<file path="config.mk">
export PLATFORM = sky130hd
export DESIGN_NAME = ifetch_prefetch_buffer
export DESIGN_NICKNAME = d
export VERILOG_FILES = /design/src/rtl/ifetch_prefetch_buffer.sv
export SDC_FILE = /design/constraint.sdc
export NUM_CORES = 1
export LEC_CHECK = 0
export CAP_MARGIN = 0
export CORE_MARGIN = 2
export CORE_UTILIZATION = 35
export CTS_CLUSTER_DIAMETER = 150
export DETAILED_ROUTE_END_ITERATION = 8
export PLACE_DENSITY = 0.62
export SETUP_SLACK_MARGIN = 0.1
export SLEW_MARGIN = 20
export SYNTH_ARGS = -nofsm -noshare
export SYNTH_HDL_FRONTEND = slang
export SYNTH_SLANG_ARGS = --single-unit
</file>
<file path="constraint.sdc">
create_clock -name clock_in -period 7.25 [get_ports clock_in]
set_input_delay 1.45 -clock clock_in [delete_from_list [all_inputs] [get_ports clock_in]]
set_output_delay 1.45 -clock clock_in [all_outputs]
set_load 0.1 [all_outputs]
</file>
<file path="src/rtl/ifetch_prefetch_buffer.sv">
// Instruction prefetch stage: issues sequential word fetches, buffers in-order
// responses with their PC, and flushes/drains stale responses on redirect.
module ifetch_prefetch_buffer #(
  parameter int unsigned DEPTH    = 4,
  parameter logic [31:0] RESET_PC = 32'h0000_0000
) (
  input  logic        clock_in,
  input  logic        reset_in,
  input  logic        redirect_in,
  input  logic [31:0] redirect_addr_in,
  input  logic        fetch_ready_in,
  output logic        fetch_valid_out,
  output logic [31:0] fetch_pc_out,
  output logic [31:0] fetch_ir_out,
  output logic        mem_req_out,
  output logic [31:0] mem_addr_out,
  input  logic        mem_gnt_in,
  input  logic        mem_rvalid_in,
  input  logic [31:0] mem_rdata_in
);

  localparam int unsigned AW = $clog2(DEPTH);
  localparam int unsigned CW = AW + 1;

  typedef enum logic {FETCH, DRAIN} state_e;

  state_e          state_q, state_d;
  logic [CW-1:0]   count_q, count_d;
  logic [CW-1:0]   outstanding_q, outstanding_d;
  logic [CW-1:0]   drop_q, drop_d;
  logic [AW-1:0]   head_q, head_d;
  logic [AW-1:0]   tail_q, tail_d;
  logic [31:0]     next_pc_q, next_pc_d;
  logic [31:0]     resp_pc_q, resp_pc_d;
  logic [31:0]     pc_mem [DEPTH];
  logic [31:0]     ir_mem [DEPTH];

  logic [CW:0]     inflight_c;
  logic            req_c, grant_c, rsp_c, push_c, pop_c;
  logic [31:0]     target_c;

  // Next-state logic for issue, response accounting, FIFO pointers and drain
  always_comb begin
    state_d       = state_q;
    count_d       = count_q;
    drop_d        = drop_q;
    head_d        = head_q;
    tail_d        = tail_q;
    next_pc_d     = next_pc_q;
    resp_pc_d     = resp_pc_q;

    inflight_c    = {1'b0, count_q} + {1'b0, outstanding_q};
    req_c         = reset_in && (state_q == FETCH) && (inflight_c < (CW+1)'(DEPTH));
    grant_c       = req_c && mem_gnt_in;
    rsp_c         = mem_rvalid_in && (outstanding_q != '0);
    push_c        = rsp_c && (drop_q == '0);
    pop_c         = (count_q != '0) && fetch_ready_in;
    target_c      = {redirect_addr_in[31:2], 2'b00};
    outstanding_d = outstanding_q + CW'(grant_c) - CW'(rsp_c);

    if (redirect_in) begin
      // Every request still in flight after this edge must be discarded
      count_d   = '0;
      head_d    = '0;
      tail_d    = '0;
      next_pc_d = target_c;
      resp_pc_d = target_c;
      drop_d    = outstanding_d;
      state_d   = (outstanding_d != '0) ? DRAIN : FETCH;
    end else begin
      if (grant_c) next_pc_d = next_pc_q + 32'd4;
      if (push_c) begin
        tail_d    = tail_q + AW'(1);
        resp_pc_d = resp_pc_q + 32'd4;
      end
      if (pop_c) head_d = head_q + AW'(1);
      count_d = count_q + CW'(push_c) - CW'(pop_c);
      if (rsp_c && (drop_q != '0)) drop_d = drop_q - CW'(1);
      if ((state_q == DRAIN) && (drop_d == '0)) state_d = FETCH;
    end
  end

  always_ff @(posedge clock_in) begin
    if (!reset_in) begin
      state_q       <= FETCH;
      count_q       <= '0;
      outstanding_q <= '0;
      drop_q        <= '0;
      head_q        <= '0;
      tail_q        <= '0;
      next_pc_q     <= RESET_PC;
      resp_pc_q     <= RESET_PC;
    end else begin
      state_q       <= state_d;
      count_q       <= count_d;
      outstanding_q <= outstanding_d;
      drop_q        <= drop_d;
      head_q        <= head_d;
      tail_q        <= tail_d;
      next_pc_q     <= next_pc_d;
      resp_pc_q     <= resp_pc_d;
    end
  end

  // FIFO storage; no reset needed since count gates visibility
  always_ff @(posedge clock_in) begin
    if (reset_in && push_c && !redirect_in) begin
      pc_mem[tail_q] <= resp_pc_q;
      ir_mem[tail_q] <= mem_rdata_in;
    end
  end

  assign fetch_valid_out = (count_q != '0);
  assign fetch_pc_out    = fetch_valid_out ? pc_mem[head_q] : 32'h0;
  assign fetch_ir_out    = fetch_valid_out ? ir_mem[head_q] : 32'h0;
  assign mem_req_out     = req_c;
  assign mem_addr_out    = next_pc_q;

endmodule

</file>
==> results.sh <==
export IMPL_yosysTopAreaCell="edfxtp_1"
export IMPL_postRouteAntennaNets=0
export IMPL_hpwl_um=18050
export IMPL_ctsResizeCount=0
export IMPL_start_util_pct=35.43
export IMPL_hold_buffers=0
export IMPL_synth_area_leaders="edfxtp_1, dfxtp_1, mux4_2, and2_1, xor2_1"
export IMPL_place_congestion=0.8096
export IMPL_rsz0062_at_grt="false"
export IMPL_tightestPinTransition_ns=1.090
export IMPL_startpoint_type="register"
export IMPL_die_area_sq_um=39620
export IMPL_yosysTopAreaCellShare_pct=55.93
export IMPL_syn_avg_cell_area_sq_um=15.48
export IMPL_drv_slew=0
export IMPL_ys_seq_area_share_pct=67.36
export IMPL_wl_per_cell_um=19.36
export IMPL_postCtsSetupRepairBufs=0
export IMPL_maxSlewHeadroom_pct=27.10
export IMPL_hold_path_class="register to register"
export IMPL_synth_cells=860
export IMPL_grt_pass1_wl_um=46420
export IMPL_die_w_um=199.0
export IMPL_grt_max_degree=86
export IMPL_post_route_min_period_ns=5.174
export IMPL_critical_path_max_fanout=43
export IMPL_timing_rr_start="outstanding_q[2]"
export IMPL_grt_pass1_vias=7989
export IMPL_worstPathRequired_ns=5.80
export IMPL_min_period_over_period_pct=71.36
export IMPL_ys_seq_elements=324
export IMPL_critPathKind="register to output pin"
export IMPL_dpl_instance_area_sq_um=15450
export IMPL_synthesis_area_sq_um=13310
export IMPL_core_rowCount=71
export IMPL_powerDensity_nw_per_um2=309.2
export IMPL_fin_tns_setup_ns=0
export IMPL_cts_buffer_depth=3
export IMPL_clkSinkCount=324
export IMPL_track_usage_pct=15.46
export IMPL_leakage_nw=5.324
export IMPL_worstSetupEndpointType="output pin"
export IMPL_min_from="tail_q[1]"
export IMPL_synth_edf_count=248
export IMPL_portBuffers=161
export IMPL_synth_warnings=0
export IMPL_wirelength_um=30250
export IMPL_drt_pass1_iter_count=5
export IMPL_synth_top_flop_cell="edfxtp_1"
export IMPL_fin_nets=1110
export IMPL_fin_skew_ns=0.02651
export IMPL_root_buffer="clkbuf_16"
export IMPL_dp_slack_ns=1.874
export IMPL_synth_async_sr_flop_share_pct=0
export IMPL_die_height_um=199.0
export IMPL_setup_viol=0
export IMPL_drc=0
export IMPL_clk_latency_ns=0.52
export IMPL_antenna_cells=0
export IMPL_dr_first_iter_drc_count=421
export IMPL_vias=7779
export IMPL_cts_tree="built"
export IMPL_status="finished, final reports clean"
export IMPL_drv_cap=0
export IMPL_overflow=0
export IMPL_cts_buffers=37
export IMPL_hold_viol_final=0
export IMPL_final_area_sq_um=16540
export IMPL_antenna_found_initial=0
export IMPL_peakVddDrop_v=0.0001502
export IMPL_viasPerCell=4.980
export IMPL_worstPathArrival_ns=3.72
export IMPL_fmax_mhz=193.3
export IMPL_core_area_sq_um=37580
export IMPL_setup_slack_ns=2.076
export IMPL_ios=168
export IMPL_yosysUniqueCellTypes=46
export IMPL_clk_pin_slew_ns=0.06
export IMPL_syn_to_final_growth_pct=24.26
export IMPL_drive_above_1_share_pct=12.75
export IMPL_cts_max_level=2
[final timing paths]
check	end	slack (ns)	depth (start not counted)
max	fetch_ir_out[10]	2.08	4
min	tail_q[1]	0.50	2
max reg2reg	state_q	3.50	12
min reg2reg	tail_q[1]	0.50	2
[cell usage after synthesis (all sizes together) (12+ instances only)]
library cell	n
nor2	19
ha	14
mux4	62
and4	12
and3	13
edfxtp	248
nand2	35
inv	19
xnor2	23
nand3	18
and2	76
dfxtp	76
o21ai	32
nand4	20
nor3	12
xor2	34
a21oi	53
buf	12
clkbuf	33
[worst max-delay path, stage by stage, from the launching register on]
cell,delay (ns)
dfxtp_4,0.97
buf_4,0.51
mux4_2,0.55
and2_1,0.18
clkdlybuf4s50_1,0.96
[per-stage QoR]
step                std cells  total power, mW  hold slack (ns)  util, %
global route             1562            5.320           0.5150    44.03
CTS                      1562            5.183           0.5024    44.03
global placement         1496            3.455           0.4857    41.13
detailed placement       1496            3.464           0.4945    41.13
finish                   1562            5.116           0.4987    44.03
floorplan                 863            3.129           0.4692        -
[flip-flops by register name, indices dropped and copies added, names as in the netlist, named ones only]
name,cells
tail_q,2
mem_addr_out,30
state_q,1
head_q,2
outstanding_q,3
pc_mem,120
count_q,3
ir_mem,128
resp_pc_q,30
drop_q,3
[cell families (layout without fill, tap and decap cells)]
logic type | count (synthesis) | after routing | share of synthesized area (%)
DFF | 324 | 324 | 67.36
AOI/OAI and AO/OA | 108 | 108 | 4.558
adders and majority gates | 16 | 16 | 1.616
muxes | 63 | 63 | 10.56
buffers and inverters | 64 | 252 | 1.945
xor gates and xnor gates | 57 | 57 | 3.750
and+or+nand+nor | 227 | 227 | 10.18
other | 1 | 4 | 0.02817
[routing by layer]
metal,track usage [%],up-vias,share of wire [%]
met5,0,-,0
met4,3.676,0,1.9
met3,2.696,49,4.7
met2,25.99,191,47
met1,20.85,3917,46
li1,-,3622,-
[cells in the final DEF (no fill, tap or decap), types with 8 or more instances in the layout]
| cell | n |
|---|---|
| mux4_2 | 62 |
| nand4_1 | 20 |
| nor2_1 | 19 |
| xor2_1 | 34 |
| o21ai_0 | 32 |
| nand3_1 | 18 |
| ha_1 | 14 |
| a21oi_1 | 53 |
| clkbuf_1 | 11 |
| nand2_1 | 35 |
| clkbuf_16 | 37 |
| and4_1 | 12 |
| clkdlybuf4s50_1 | 160 |
| and3_1 | 13 |
| inv_1 | 18 |
| and2_1 | 72 |
| nor3_1 | 10 |
| dfxtp_1 | 74 |
| clkinv_1 | 8 |
| xnor2_1 | 23 |
| edfxtp_1 | 248 |
[final cells by class]
class | instances | area [sq um]
fillers | 3403 | 21030
inverters | 19 | 71.32
clock inverters | 18 | 122.6
clock buffers | 48 | 967.2
well taps | 511 | 639.4
flip-flops and latches | 324 | 8976
multi-input cells | 475 | 4114
repair buffers | 167 | 1654
[where the power goes]
part	switching [mW]	total, mW	internal [mW]
clock	0.721	1.70	0.979
sequential	0.0759	2.15	2.07
combinational	0.923	1.27	0.343
Note: power is estimated with default switching activity, not from simulation.
